**src/rtl/ysyx_22040386_csr_pkg.sv**
```systemverilog
// ysyx_22040386_csr_pkg: CSR addresses, bit positions, trap causes and interrupt FSM states.
package ysyx_22040386_csr_pkg;
  localparam logic [11:0] ADDR_MSTATUS  = 12'h300;
  localparam logic [11:0] ADDR_MIE      = 12'h304;
  localparam logic [11:0] ADDR_MTVEC    = 12'h305;
  localparam logic [11:0] ADDR_MEPC     = 12'h341;
  localparam logic [11:0] ADDR_MCAUSE   = 12'h342;
  localparam logic [11:0] ADDR_MIP      = 12'h344;
  localparam logic [11:0] ADDR_MCYCLE   = 12'hB00;
  localparam logic [11:0] ADDR_MINSTRET = 12'hB02;
  localparam int MSTATUS_MIE  = 3;
  localparam int MSTATUS_MPIE = 7;
  localparam int MIE_MTIE     = 7;
  localparam int MIP_MTIP     = 7;
  localparam logic [63:0] CAUSE_ECALL_M = 64'd11;
  localparam logic [63:0] CAUSE_MTIMER  = 64'h8000_0000_0000_0007;
  typedef enum logic [1:0] {IDLE, REQ, TRAP} state_t;
endpackage

```
**src/rtl/ysyx_22040386_csr_trap_intr_fsm.sv**
```systemverilog
// ysyx_22040386_intr_fsm: timer-interrupt request/take/redirect handshake.
module ysyx_22040386_intr_fsm
  import ysyx_22040386_csr_pkg::*;
(
  input  logic clk,
  input  logic rst,
  input  logic pend,
  input  logic take,
  output logic req,
  output logic redirect
);
  state_t state;
  always_ff @(posedge clk) begin
    if (rst) begin
      state <= IDLE;
      req <= 1'b0;
      redirect <= 1'b0;
    end else begin
      case (state)
        IDLE: if (pend) begin
          state <= REQ;
          req <= 1'b1;
        end
        REQ: if (take) begin
          state <= TRAP;
          req <= 1'b0;
          redirect <= 1'b1;
        end else if (!pend) begin
          state <= IDLE;
          req <= 1'b0;
        end
        default: begin
          state <= IDLE;
          redirect <= 1'b0;
        end
      endcase
    end
  end
  // The controller may only cancel an instruction while a request is outstanding.
  assert property (@(posedge clk) disable iff (rst) take |-> state == REQ);
endmodule

```
**src/rtl/ysyx_22040386_csr_trap.sv**
```systemverilog
// ysyx_22040386_csr_trap: machine-mode CSR file with ecall/mret/timer-interrupt trap control.
module ysyx_22040386_csr_trap
  import ysyx_22040386_csr_pkg::*;
#(
  parameter int XLEN = 64,
  parameter logic [XLEN-1:0] RST_MTVEC = '0
) (
  input  logic            i_CSR_clk,
  input  logic            i_CSR_rst,
  input  logic            i_CSR_valid,
  input  logic            i_CSR_ecall,
  input  logic            i_CSR_mret,
  input  logic            i_CSR_wen,
  input  logic [11:0]     i_CSR_waddr,
  input  logic [XLEN-1:0] i_CSR_wdata,
  input  logic [XLEN-1:0] i_CSR_trap_pc,
  input  logic            i_CSR_mtip,
  input  logic            i_CSR_intr_take,
  input  logic [11:0]     i_CSR_raddr,
  output logic [XLEN-1:0] o_CSR_rdata,
  output logic [XLEN-1:0] o_CSR_mtvec,
  output logic [XLEN-1:0] o_CSR_mepc,
  output logic            o_CSR_intr_req,
  output logic            o_CSR_redirect,
  output logic [XLEN-1:0] o_CSR_redirect_pc
);
  logic m_ie, m_pie, m_tie;
  logic [XLEN-1:0] mtvec, mepc, mcause, mcycle, minstret, mstatus, mip;
  logic ec, mr, wr;
  // Exclusive priority: take > ecall > mret > write.
  assign ec = i_CSR_valid & i_CSR_ecall & ~i_CSR_intr_take;
  assign mr = i_CSR_valid & i_CSR_mret & ~i_CSR_intr_take & ~i_CSR_ecall;
  assign wr = i_CSR_valid & i_CSR_wen & ~i_CSR_intr_take & ~i_CSR_ecall & ~i_CSR_mret;
  assign mstatus = XLEN'({2'b11, 3'b0, m_pie, 3'b0, m_ie, 3'b0});
  assign mip = XLEN'({i_CSR_mtip, 7'b0});
  always_comb begin
    case (i_CSR_raddr)
      ADDR_MSTATUS:  o_CSR_rdata = mstatus;
      ADDR_MIE:      o_CSR_rdata = XLEN'({m_tie, 7'b0});
      ADDR_MTVEC:    o_CSR_rdata = mtvec;
      ADDR_MEPC:     o_CSR_rdata = mepc;
      ADDR_MCAUSE:   o_CSR_rdata = mcause;
      ADDR_MIP:      o_CSR_rdata = mip;
      ADDR_MCYCLE:   o_CSR_rdata = mcycle;
      ADDR_MINSTRET: o_CSR_rdata = minstret;
      default:       o_CSR_rdata = '0;
    endcase
  end
  always_ff @(posedge i_CSR_clk) begin
    if (i_CSR_rst) begin
      {m_ie, m_pie, m_tie} <= '0;
      mtvec <= RST_MTVEC;
      {mepc, mcause, mcycle, minstret} <= '0;
    end else begin
      mcycle <= (wr && i_CSR_waddr == ADDR_MCYCLE) ? i_CSR_wdata : mcycle + 1'b1;
      minstret <= (wr && i_CSR_waddr == ADDR_MINSTRET) ? i_CSR_wdata
                : minstret + XLEN'(i_CSR_valid & ~i_CSR_intr_take);
      if (i_CSR_intr_take || ec) begin
        mepc <= i_CSR_trap_pc;
        mcause <= i_CSR_intr_take ? XLEN'(CAUSE_MTIMER) : XLEN'(CAUSE_ECALL_M);
        m_pie <= m_ie;
        m_ie <= 1'b0;
      end else if (mr) begin
        m_ie <= m_pie;
        m_pie <= 1'b1;
      end else if (wr) begin
        case (i_CSR_waddr)
          ADDR_MSTATUS: begin
            m_ie <= i_CSR_wdata[MSTATUS_MIE];
            m_pie <= i_CSR_wdata[MSTATUS_MPIE];
          end
          ADDR_MIE:    m_tie <= i_CSR_wdata[MIE_MTIE];
          ADDR_MTVEC:  mtvec <= {i_CSR_wdata[XLEN-1:2], 2'b00};
          ADDR_MEPC:   mepc <= {i_CSR_wdata[XLEN-1:2], 2'b00};
          ADDR_MCAUSE: mcause <= i_CSR_wdata;
          default: ;
        endcase
      end
    end
  end
  ysyx_22040386_intr_fsm u_fsm (
    .clk(i_CSR_clk),
    .rst(i_CSR_rst),
    .pend(m_ie & m_tie & i_CSR_mtip),
    .take(i_CSR_intr_take),
    .req(o_CSR_intr_req),
    .redirect(o_CSR_redirect)
  );
  assign o_CSR_mtvec = mtvec;
  assign o_CSR_mepc = mepc;
  assign o_CSR_redirect_pc = o_CSR_redirect ? mtvec : '0;
endmodule

```
**config.mk**
```make
export PLATFORM = sky130hd
export DESIGN_NAME = ysyx_22040386_csr_trap
export DESIGN_NICKNAME = d
export VERILOG_FILES = /design/src/rtl/ysyx_22040386_csr_pkg.sv /design/src/rtl/ysyx_22040386_csr_trap_intr_fsm.sv /design/src/rtl/ysyx_22040386_csr_trap.sv
export SDC_FILE = /design/constraint.sdc
export NUM_CORES = 1
export LEC_CHECK = 0
export CORE_MARGIN = 5
export CORE_UTILIZATION = 54
export DETAILED_ROUTE_END_ITERATION = 12
export GPL_TIMING_DRIVEN = 0
export HOLD_SLACK_MARGIN = 0.03
export PLACE_DENSITY = 0.91
export SLEW_MARGIN = 20
export SYNTH_ARGS = -nofsm -noshare
export SYNTH_HDL_FRONTEND = slang
export SYNTH_SLANG_ARGS = --single-unit
```
**constraint.sdc**
```tcl
create_clock -name i_CSR_clk -period 5 [get_ports i_CSR_clk]
set_input_delay 0.5 -clock i_CSR_clk [delete_from_list [all_inputs] [get_ports i_CSR_clk]]
set_output_delay 0.5 -clock i_CSR_clk [all_outputs]
set_load 0.02 [all_outputs]
```
==> impl_metrics.toml <==
[route]
drt_first_iter_violations = 2509
avgViaCountPerCell = 6.54
routedWlPerCell_um = 25.2
post-route-drc-count = 0
final_antenna_net_count = 0
drt_first_pass_iters = 6
drt_wl_total_um = 79900
vias = 20699

[sta]
finalSetupTns_ns = 0
hold_violations = 0
drv_slew = 0
tightest_slew_margin_relative_to_the_limit_pct = 13.6
finalWorstPathRequiredPeriod_ns = 4.83
finClkSkew_ns = 0.00952
fmax_mhz = 207
fin_worst_hold_slack_ns = 0.454
finalWorstSetupSlack_ns = 0.174
final.period_utilization_pct = 96.5
unrepaired_setup_endpoints_after_global_routing = "no"
max_slew.worst_pin.slew_ns = 1.30
setup_viol_count_final = 0

[grt]
grt_pass1_vias = 20336
grt_pass1_wl_um = 119000
gr-usage-all-layers_pct = 42.5
globalRoute.totalOverflow = 0
grt_start_max_net_pins = 14
grt_antenna_before_repair = 0

[clock_tree]
cts-htree-levels = 2
path_clk_slew_ns = 0.06
postCtsHoldBufs = 0
clock_sinks = 325
root_buffer = "sky130_fd_sc_hd__clkbuf_16"
cts_tree = "done"
cts_buffer_depth = 3
worst_skew_late_latency_ns = 0.53
cts_inserted_buffers = 37

[synthesis]
unique_masters_post_synth = 54
area_contributors_post_synth = "sky130_fd_sc_hd__dfxtp_1, sky130_fd_sc_hd__nand2_1, sky130_fd_sc_hd__nor2_1, sky130_fd_sc_hd__a21oi_1, sky130_fd_sc_hd__a211oi_1"
yosysSeqAreaShare_pct = 37.8
synth_largest_area_cell = "sky130_fd_sc_hd__dfxtp_1"
synth_async_sr_flop_share_pct = 0
mappedNetlistArea_um2 = 17200
netlist.area_leader.share_pct = 37.8
syn-mean-instance-area_um2 = 7.55
ys_seq_elements = 325
synth_warnings = 0
dominantRegCellSynth = "sky130_fd_sc_hd__dfxtp_1"
synth_edf_count = 0
cell_count_after_synthesis = 2284

[layout]
final_cell_mix = "sky130_fd_sc_hd__nand2_1, sky130_fd_sc_hd__clkdlybuf4s50_1, sky130_fd_sc_hd__dfxtp_1"
fillers = 2380
nets = 2900
multi_input_gate_area_in_the_final_layout_um2 = 10000
areaGrowthSynthToFinish_pct = 34.5
post-route-cell-area_um2 = 23200
seqCellArea_um2 = 6510
drive_gt1_share_pct = 3.62
layout_commonest_cell = "sky130_fd_sc_hd__nand2_1"

[setup_path]
crit_path_start_kind = "primary input"
cpMostUsedCell = "sky130_fd_sc_hd__clkdlybuf4s50_1"
cp_slowest_cell = "sky130_fd_sc_hd__clkdlybuf4s15_1"
critical_path_at_ns = 4.33
critical-path-max-stage-delay_ns = 0.78
timing.critical_path.to_type = "output pin"
timing.critical_path.required_ns = 4.50
criticalPathCategory = "primary input to output pin"
crit_path_cell_trace = "clkdlybuf4s50_1 -> nor4b_2 -> and4b_1 -> clkbuf_1 -> clkdlybuf4s15_1 -> a22oi_1 -> o21ai_0 -> clkdlybuf4s50_1"
crit_path_max_fanout = 10

[pwr]
report.power.total_uw = 6300
static-leakage-power_uw = 0.00787
pwr_density_cell_nw_per_um2 = 272
power.ir.vdd_worst_mv = 0.215

[floorplan]
rows = 65
floorplan.io_pins = 418
die_area_um2 = 35600
initial_utilization_pct = 54.6
floorplan.die.height_um = 189
design.core.area_um2 = 31600
horizontal_extent_of_the_die_um = 189

[flow_run]
max_cap_viol_count = 0

[placed_design]
dpl.hpwl_um = 59400
port_buffers = 411
placed_area_um2 = 21900
detailedPlace.worstSlack_ns = -0.342
place_congestion = 0.968

[run_status]
result_of_the_run = "complete, no violations"

[min_path]
hold_path_class = "flip-flop to flip-flop"
==> cells by family after synthesis <==
family,after synthesis,share of synthesized area [%]
other,1,0.0218
AO/OA/AOI/OAI,466,18.1
XOR/XNOR,114,5.79
adder cells (fa/ha/maj),3,0.218
buffers and inverters,196,4.43
multiplexers,68,3.95
AND/OR/NAND/NOR,1111,29.7
flip-flops,325,37.8
==> synth_stat cells (46+ instances only) <==
cell                       number
sky130_fd_sc_hd__nand2_1      437
sky130_fd_sc_hd__dfxtp_1      325
sky130_fd_sc_hd__nor2_1       274
sky130_fd_sc_hd__a21oi_1      176
sky130_fd_sc_hd__clkbuf_1     155
sky130_fd_sc_hd__nand3_1      120
sky130_fd_sc_hd__a211oi_1     112
sky130_fd_sc_hd__xnor2_1       74
sky130_fd_sc_hd__a311oi_1      73
sky130_fd_sc_hd__mux2i_1       68
sky130_fd_sc_hd__and2_1        65
sky130_fd_sc_hd__a22oi_1       46
==> power breakdown <==
part           leakage, µW  internal, µW  switching, µW
Sequential         0.00264          2660           62.6
Clock             0.000614          1690           1130
Combinational      0.00462           295            457
==> final cells by class <==
type,count,area share (%)
buffer,185,3.20
timing repair buffer,413,17.8
sequential,325,28.1
clock buffer,56,4.79
clock inverter,10,0.572
inverter,9,0.146
tap,402,2.17
multi-input combinational,1766,43.2
antenna,1,0.0108
==> critical path: cells and delay by family <==
family | cells | cell delay (ns)
AND/OR/NAND/NOR | 2 | 0.84
AO/OA/AOI/OAI | 2 | 0.33
buffers and inverters | 4 | 2.64
==> worst paths after layout <==
path / start / to / slack [ns] / cells past startpoint
worst max-delay path: i_CSR_raddr[5] / o_CSR_rdata[0] / 0.17 / 8
worst min-delay path: mcause[32]$_SDFFE_PP0P_ / mcause[32]$_SDFFE_PP0P_ / 0.45 / 2
worst max register to register: mcycle[0]$_SDFF_PP0_ / mcycle[42]$_SDFF_PP0_ / 1.61 / 7
worst min register to register: mcause[32]$_SDFFE_PP0P_ / mcause[32]$_SDFFE_PP0P_ / 0.45 / 2
==> layer usage <==
metal | vias up | global-route usage, % | share of wire (%)
li1 | 9003 | - | -
met1 | 9737 | 52.1 | 37
met2 | 1601 | 69.4 | 45
met3 | 358 | 9.48 | 11
met4 | 0 | 23.9 | 6.5
met5 | - | 0 | 0
==> metrics by stage <==
stage / std cells / util [%]
after detailed placement: 3102 / 69.4
after floorplan: 2287 / -
after CTS: 3167 / 73.4
after global placement: 3100 / 69.3
after global routing: 3166 / 73.4
final: 3167 / 73.4
==> state kept, by name, indices dropped and copies added, names as in the netlist <==
register / count
mcause: 64
mcycle: 64
minstret: 64
o_CSR_mepc: 64
o_CSR_mtvec: 62
u_fsm.state: 2
m_ie: 1
m_pie: 1
m_tie: 1
u_fsm.redirect: 1
u_fsm.req: 1
==> what timing repair did <==
item | 4_1_cts | 5_1_grt
setup endpoints to repair | 41 | 60
setup buffers | 0 | 0
resized for setup | 2 | 8
Power figures use the tool's default switching activity.
